<file path="config.mk">
export PLATFORM = sky130hd
export DESIGN_NAME = fifo_word_serializer
export DESIGN_NICKNAME = d
export VERILOG_FILES = /design/src/rtl/fifo_ser_pkg.sv /design/src/rtl/piso_shift.sv /design/src/rtl/fifo_word_serializer.sv
export SDC_FILE = /design/constraint.sdc
export NUM_CORES = 1
export LEC_CHECK = 0
export CAP_MARGIN = 20
export CORE_AREA = 2 2 67 82
export DETAILED_ROUTE_END_ITERATION = 8
export DIE_AREA = 0 0 69 84
export HOLD_SLACK_MARGIN = 0.06
export PLACE_DENSITY = 0.83
export SYNTH_ARGS = -nofsm -noshare
export SYNTH_HDL_FRONTEND = slang
export SYNTH_SLANG_ARGS = --single-unit
export TNS_END_PERCENT = 1
</file>
<file path="constraint.sdc">
create_clock -name clk -period 4.31 [get_ports clk]
set_input_delay 0.431 -clock clk [delete_from_list [all_inputs] [get_ports clk]]
set_output_delay 0.431 -clock clk [all_outputs]
set_load 0.01 [all_outputs]
</file>
<file path="src/rtl/fifo_ser_pkg.sv">
// Shared constants and types for the FIFO word serializer.
package fifo_ser_pkg;

   // Default FIFO word width, which is also the number of bits sent per word.
   localparam int DEFAULT_DATA_WIDTH = 32;

   // Serializer FSM state encoding.
   typedef logic [1:0] state_t;
   localparam state_t ST_IDLE    = 2'd0;
   localparam state_t ST_ISSUE   = 2'd1;
   localparam state_t ST_CAPTURE = 2'd2;
   localparam state_t ST_SHIFT   = 2'd3;

   // Width of a counter that indexes DATA_WIDTH bits.
   // A 1-bit word still gets a 1-bit counter.
   function automatic int cnt_width(input int w);
      return (w > 1) ? $clog2(w) : 1;
   endfunction

endpackage

</file>
<file path="src/rtl/piso_shift.sv">
// Parallel-in serial-out shift register with a selectable shift direction.
module piso_shift #(
   parameter int DATA_WIDTH = 32,
   parameter bit MSB_FIRST  = 1'b1
) (
   input  logic                  clk,
   input  logic                  rst,
   input  logic                  load,
   input  logic [DATA_WIDTH-1:0] load_data,
   input  logic                  shift_en,
   output logic                  head
);

   logic [DATA_WIDTH-1:0] reg_q;
   logic [DATA_WIDTH-1:0] reg_d;

   // Next shift register value: a load wins over a shift.
   always_comb begin
      // NOTE: default first so every path assigns reg_d and no latch is inferred.
      reg_d = reg_q;
      if (load) begin
         reg_d = load_data;
      end else if (shift_en) begin
         reg_d = MSB_FIRST ? (reg_q << 1) : (reg_q >> 1);
      end
   end

   // Shift register storage, cleared by reset.
   always_ff @(posedge clk or posedge rst) begin
      // NOTE: non-blocking assignments so every flop samples its pre-edge inputs.
      if (rst) begin
         reg_q <= '0;
      end else begin
         reg_q <= reg_d;
      end
   end

   // The head bit is the next bit to go out on the serial line.
   assign head = MSB_FIRST ? reg_q[DATA_WIDTH-1] : reg_q[0];

endmodule

</file>
<file path="src/rtl/fifo_word_serializer.sv">
// Reads words one at a time from a fifo_sync and shifts each one out serially
// with a valid/ready handshake.
module fifo_word_serializer
   import fifo_ser_pkg::*;
#(
   parameter int DATA_WIDTH = DEFAULT_DATA_WIDTH,
   parameter bit MSB_FIRST  = 1'b1
) (
   input  logic                  clk,
   input  logic                  rst,
   input  logic                  fifo_empty,
   input  logic [DATA_WIDTH-1:0] fifo_data_out,
   output logic                  fifo_cs,
   output logic                  fifo_rd_en,
   input  logic                  tx_ready,
   output logic                  tx_data,
   output logic                  tx_valid,
   output logic                  tx_last,
   output logic                  busy,
   output logic [15:0]           words_sent
);

   localparam int CNT_W = cnt_width(DATA_WIDTH);
   localparam logic [CNT_W-1:0] LAST_IDX = CNT_W'(DATA_WIDTH - 1);

   state_t           state_q, state_d;
   logic [CNT_W-1:0] cnt_q, cnt_d;
   logic [15:0]      words_q, words_d;
   logic             head;
   logic             fire;
   logic             last_bit;

   // A bit moves only on a SHIFT cycle where the receiver is ready.
   assign fire     = (state_q == ST_SHIFT) && tx_ready;
   assign last_bit = (cnt_q == LAST_IDX);

   piso_shift #(
      .DATA_WIDTH (DATA_WIDTH),
      .MSB_FIRST  (MSB_FIRST)
   ) u_piso (
      .clk       (clk),
      .rst       (rst),
      .load      (state_q == ST_CAPTURE),
      .load_data (fifo_data_out),
      .shift_en  (fire),
      .head      (head)
   );

   // State, bit counter and word counter registers.
   always_ff @(posedge clk or posedge rst) begin
      if (rst) begin
         state_q <= ST_IDLE;
         cnt_q   <= '0;
         words_q <= '0;
      end else begin
         state_q <= state_d;
         cnt_q   <= cnt_d;
         words_q <= words_d;
      end
   end

   // Next-state logic: one read per word, and the next word is fetched only after the last bit goes out.
   always_comb begin
      state_d = state_q;
      unique case (state_q)
         ST_IDLE:    if (!fifo_empty) state_d = ST_ISSUE;
         ST_ISSUE:   state_d = ST_CAPTURE;
         ST_CAPTURE: state_d = ST_SHIFT;
         ST_SHIFT:   if (fire && last_bit) state_d = fifo_empty ? ST_IDLE : ST_ISSUE;
         default:    state_d = ST_IDLE;
      endcase
   end

   // Bit counter and completed-word counter; the word counter wraps naturally.
   always_comb begin
      cnt_d   = cnt_q;
      words_d = words_q;
      if (state_q == ST_CAPTURE) begin
         cnt_d = '0;
      end else if (fire) begin
         cnt_d = last_bit ? '0 : cnt_q + 1'b1;
         if (last_bit) begin
            words_d = words_q + 16'd1;
         end
      end
   end

   // Outputs decoded from the current state only.
   always_comb begin
      fifo_rd_en = (state_q == ST_ISSUE);
      tx_valid   = (state_q == ST_SHIFT);
      tx_data    = tx_valid & head;
      tx_last    = tx_valid & last_bit;
      busy       = (state_q != ST_IDLE);
   end

   // Chip select is held active whenever the block is out of reset.
   assign fifo_cs    = ~rst;
   assign words_sent = words_q;

endmodule

</file>
After elaboration in Yosys (flattened, before gate mapping) --
Cells that the tools add are included.
Operators by class: add/subtract/negate cells 2, equality and inequality tests 6, mux-type cells 9, bitwise gates (word level) 4, reduce and logical (&&, ||, !) cells 7
Operators with widths (number):
- $mux 32 | 2
- $add 16x1->16 const B | 1
- $mux 5 | 3
- $pmux 2 s4 | 1
- $add 5x1->5 const B | 1
- $eq 5x5->1 const B | 1
- $eq 2x2->1 const B | 2
- $mux 2 | 2
- $reduce_bool 2->1 | 2
- $reduce_and 3->1 | 1
- $and 1x1->1 | 2
- $eq 2x1->1 const B | 1
- $logic_and 1x1->1 | 2
- $logic_not 2->1 | 1
- $ne 2x1->1 const B | 1
- $ne 2x2->1 const B | 1
- $not 1->1 | 2
- $reduce_and 2->1 | 1
- $mux 1 | 1
Storage, ports and cells: register bits after elaboration 55, output and inout bits 22, logic and storage cells 32

Logic depth before layout (Yosys ltp) --
depth after elaboration 5, depth in mapped cells 8

By module --
From an unflattened synthesis, not the netlist that was laid out.
Second synthesis, totals: cells, all modules 248, area total of the unflattened synthesis 2703.8 um^2
Modules (own cells, without submodules):
- piso_shift | instances 1, cells each 140, area an instance 1519.0 um^2
- fifo_word_serializer | instances 1, cells each 108, area an instance 1184.9 um^2

Worst setup path after synthesis --
No wires, ideal clock.
path type in2out, start in rst, end out fifo_cs, arrival time 1.626 ns, path slack 2.253 ns, cell stages on the path 1, path through inv_1
Between the ends: longest elaborated chain between the ends 1
RTL lines:
- start, declared | RTL line fifo_word_serializer.sv:10 | input logic rst,
- $not 1->1 | RTL line fifo_word_serializer.sv:98 | assign fifo_cs = ~rst;
- end, declared | RTL line fifo_word_serializer.sv:13 | output logic fifo_cs,
Every way passes these cells.

Worst setup path after layout --
start reg cnt_q[0], end out tx_last
Between the ends: longest elaborated chain between the ends 2
RTL lines:
- start, declared | RTL line fifo_word_serializer.sv:27 | logic [CNT_W-1:0] cnt_q, cnt_d;
- start signal, assigned | RTL line fifo_word_serializer.sv:57 | cnt_q <= cnt_d;
- $eq 5x5->1 | RTL line fifo_word_serializer.sv:35 | assign last_bit = (cnt_q == LAST_IDX);
- $and 1x1->1 | RTL line fifo_word_serializer.sv:93 | tx_last = tx_valid & last_bit;
- end, declared | RTL line fifo_word_serializer.sv:18 | output logic tx_last,
Every way passes these cells.

==> results.md <==
- Run status: finished clean
- Most frequent cells in the layout: 57 x clkdlybuf4s50_1, 55 x dfrtp_1, 47 x nand2_1, 34 x o21ai_0, 31 x mux2i_1
- Overflow after GRT: 0
- Synth cell types: 34
- WL per Instance: 12.8 um
- Final Power: roughly 1.7 mW
- Largest net degree at the start of global routing: between 70 and 80
- Minimum clock period: 2620 ps
- Placed cell count: 360
- Cts bufs inserted: 5
- Number of synthesis warnings: 0
- Power density over cell area: between 400 and 500 nW/um2
- TritonCTS clock tree: yes
- Crit path capture type: output port
- Drt drc: 0
- Max_slew headroom: 0.309
- Die Y: roughly 84 um
- Post_cts resized: 0
- Crit-path max FO: 9
- Hold_buf cts: 0
- Max-Cap Viols: 0
- HP Class: flop to flop
- Worst slew pin tran: 1030 ps
- Synth area leaders: dfrtp_1 52%, mux2i_1 12%, nand2_1 6.8%
- Sequential share of the synthesized area: 0.519
- CP Class: flop to output port
- Post-route insts no fill: between 300 and 400
- GRT Util Overall: 0.171
- Post-DRT Antenna Nets: 0
- Post-Syn Instances: around 250
- Hold Fails Final Rpt: 0
- Final nets: approximately 350
- Max Root-Sink Buffers: 2
- Unrepaired setup endpoints after global routing: false
- Worst skew pair latency: around 300 ps
- Clock Sink Count: 55
- Layout cells sized above 1: 0.0621
- Diodes inserted: 0
- Max H-tree Level: 2
- DR vias: 1,916
- I/O pin count: 58
- F_max: between 0.3 and 0.4 GHz
- Net Count, Synth: roughly 300
- Vias in the first global route: ~1.8k
- Synth top area share: 0.519
- IO buf count: 57
- Critical Path Source Type: flop
- Core footprint: ~5000 um2
- Worst VDD drop: roughly 0.32 mV
- Fillcell total: roughly 430
- DRT iter0 DRCs: between 60 and 70
- Area grow syn2layout: 26.3%
- Clk slew on worst S/H paths: approximately 90 ps
- Detailed placement HPWL: 3310 um
- Leakage power: around 1.6 nW
- Syn Std Cell Area: 2650 um2
- Period utilization: 0.609
- Yosys top cell by area: dfrtp_1
- Worst EP required: 3880 ps
- DRT Pass-1 Iters: 4
- Post-Route WL: approximately 4700 um
- Initial core utilization: 0.522
- Setup TNS: 0 ps
- First-pass GRT wire length: 8000 um
- Setup-failing EPs final: 0
- Slew Viols, Final: 0
- Postcts setup bufs: 0
- Die Wd: slightly below 70 um
- Vias per cell: 5.21
- Root Driver: clkbuf_8
- #FFs+latches synth: 55
- Most common cell after layout, fill and taps aside: clkdlybuf4s50_1
- Row count: 29
- Mean Syn Cell Area: about 10 um2
- Global placement routability congestion: approximately 0.7
- Worst EP arrival: between 2000 and 2500 ps
- Clk_skew: slightly below 5 ps
- Initial antenna violation count: 0
- Die ar.: 5800 um2
[worst paths after layout]
kind	from	end	slack [ps]	cells after the start
hold / removal	words_sent[15]$_DFFE_PP0P_	words_sent[15]$_DFFE_PP0P_	470	1
max in group asynchronous	rst	u_piso.reg_q[6]$_DFFE_PP0P_	3210	3
setup / recovery	cnt_q[0]$_DFFE_PP0P_	tx_last	1690	5
setup reg to reg	state_q[0]$_DFFE_PP0P_	cnt_q[2]$_DFFE_PP0P_	1810	4
hold reg to reg	words_sent[15]$_DFFE_PP0P_	words_sent[15]$_DFFE_PP0P_	470	1
min in group asynchronous	rst	u_piso.reg_q[17]$_DFFE_PP0P_	650	3
[where the power goes]
group / internal [mW] / leakage [nW] / switching, mW / total [mW]
Sequential: 0.687 / 0.705 / 0.0992 / 0.786
Clock: 0.132 / 0.0484 / 0.158 / 0.290
Combinational: 0.273 / 0.863 / 0.313 / 0.586
Total: 1.09 / 1.62 / 0.570 / 1.66
[sequential cells by signal (all words and copies together), names as in the netlist]
signal,flops
cnt_q,5
u_piso.reg_q,32
words_sent,16
state_q,2
[layer usage]
metal / wire, um / track usage / share of wire
met5: 0 / 0 / 0
met3: 184 / 0.0386 / 0.039
met1: 2060 / 0.208 / 0.44
met4: 68 / 0.0570 / 0.014
met2: 2410 / 0.297 / 0.51
[worst max-delay path, cell delays in order, from the launching register on]
cell and delay, ps:
dfrtp_1 420, ha_1 210, and3_1 180, ha_1 370, and2_1 180, clkdlybuf4s50_1 530
[through the flow]
step           utilization  worst slack [ps]  hold slack, ps  instance area [um2]
2_1_floorplan            -              2250             502                 2650
3_3_place_gp         0.640              1730             460                 3250
3_5_place_dp         0.640              1630             467                 3250
4_1_cts              0.659              1660             479                 3350
5_1_grt              0.659              1570             499                 3350
6_report             0.659              1690             472                 3350
[cell families (layout without fill, tap and decap cells)]
family | Yosys count | in the layout | synth area share
buffers and inverters | 19 | 72 | 0.0321
AO/OA/AOI/OAI | 43 | 43 | 0.0849
flip-flops | 55 | 55 | 0.519
XOR/XNOR | 15 | 15 | 0.0524
multiplexers | 32 | 32 | 0.121
adder cells (fa/ha/maj) | 8 | 8 | 0.0378
AND/OR/NAND/NOR | 81 | 81 | 0.152
[area by class of cell]
cell class | count | area (um2) | share of cell area
clock buffer | 7 | 86.3 | 0.0258
clock inverter | 1 | 8.76 | 0.00262
inverter | 5 | 18.8 | 0.00561
multi-input combinational | 179 | 1190 | 0.357
sequential | 55 | 1380 | 0.411
tap | 62 | 77.6 | 0.0232
timing repair buffer | 59 | 586 | 0.175
[cells in the mapped netlist]
| cell type | n |
|---|---|
| nor4_1 | 1 |
| mux2_2 | 1 |
| xnor2_1 | 12 |
| nor3_1 | 2 |
| a31oi_1 | 1 |
| nor2b_1 | 1 |
| and2_1 | 2 |
| o21ai_0 | 34 |
| a22o_1 | 1 |
| a21oi_1 | 5 |
| nor2_1 | 7 |
| nor2_2 | 1 |
| and4_1 | 1 |
| nand2_1 | 48 |
| or4b_1 | 1 |
| and4b_1 | 1 |
| mux2i_1 | 31 |
| nand3_1 | 5 |
| o31ai_1 | 2 |
| xor2_1 | 2 |
| nor3_2 | 1 |
| dfrtp_1 | 55 |
| buf_4 | 2 |
| and3_1 | 1 |
| inv_1 | 5 |
| nand4_1 | 5 |
| buf_2 | 5 |
| nand2b_1 | 1 |
| xnor2_2 | 1 |
| or3_4 | 1 |
| nand4b_4 | 1 |
| nand2b_4 | 1 |
| ha_1 | 8 |
| clkbuf_1 | 7 |
Power figures use the tool's default switching activity.
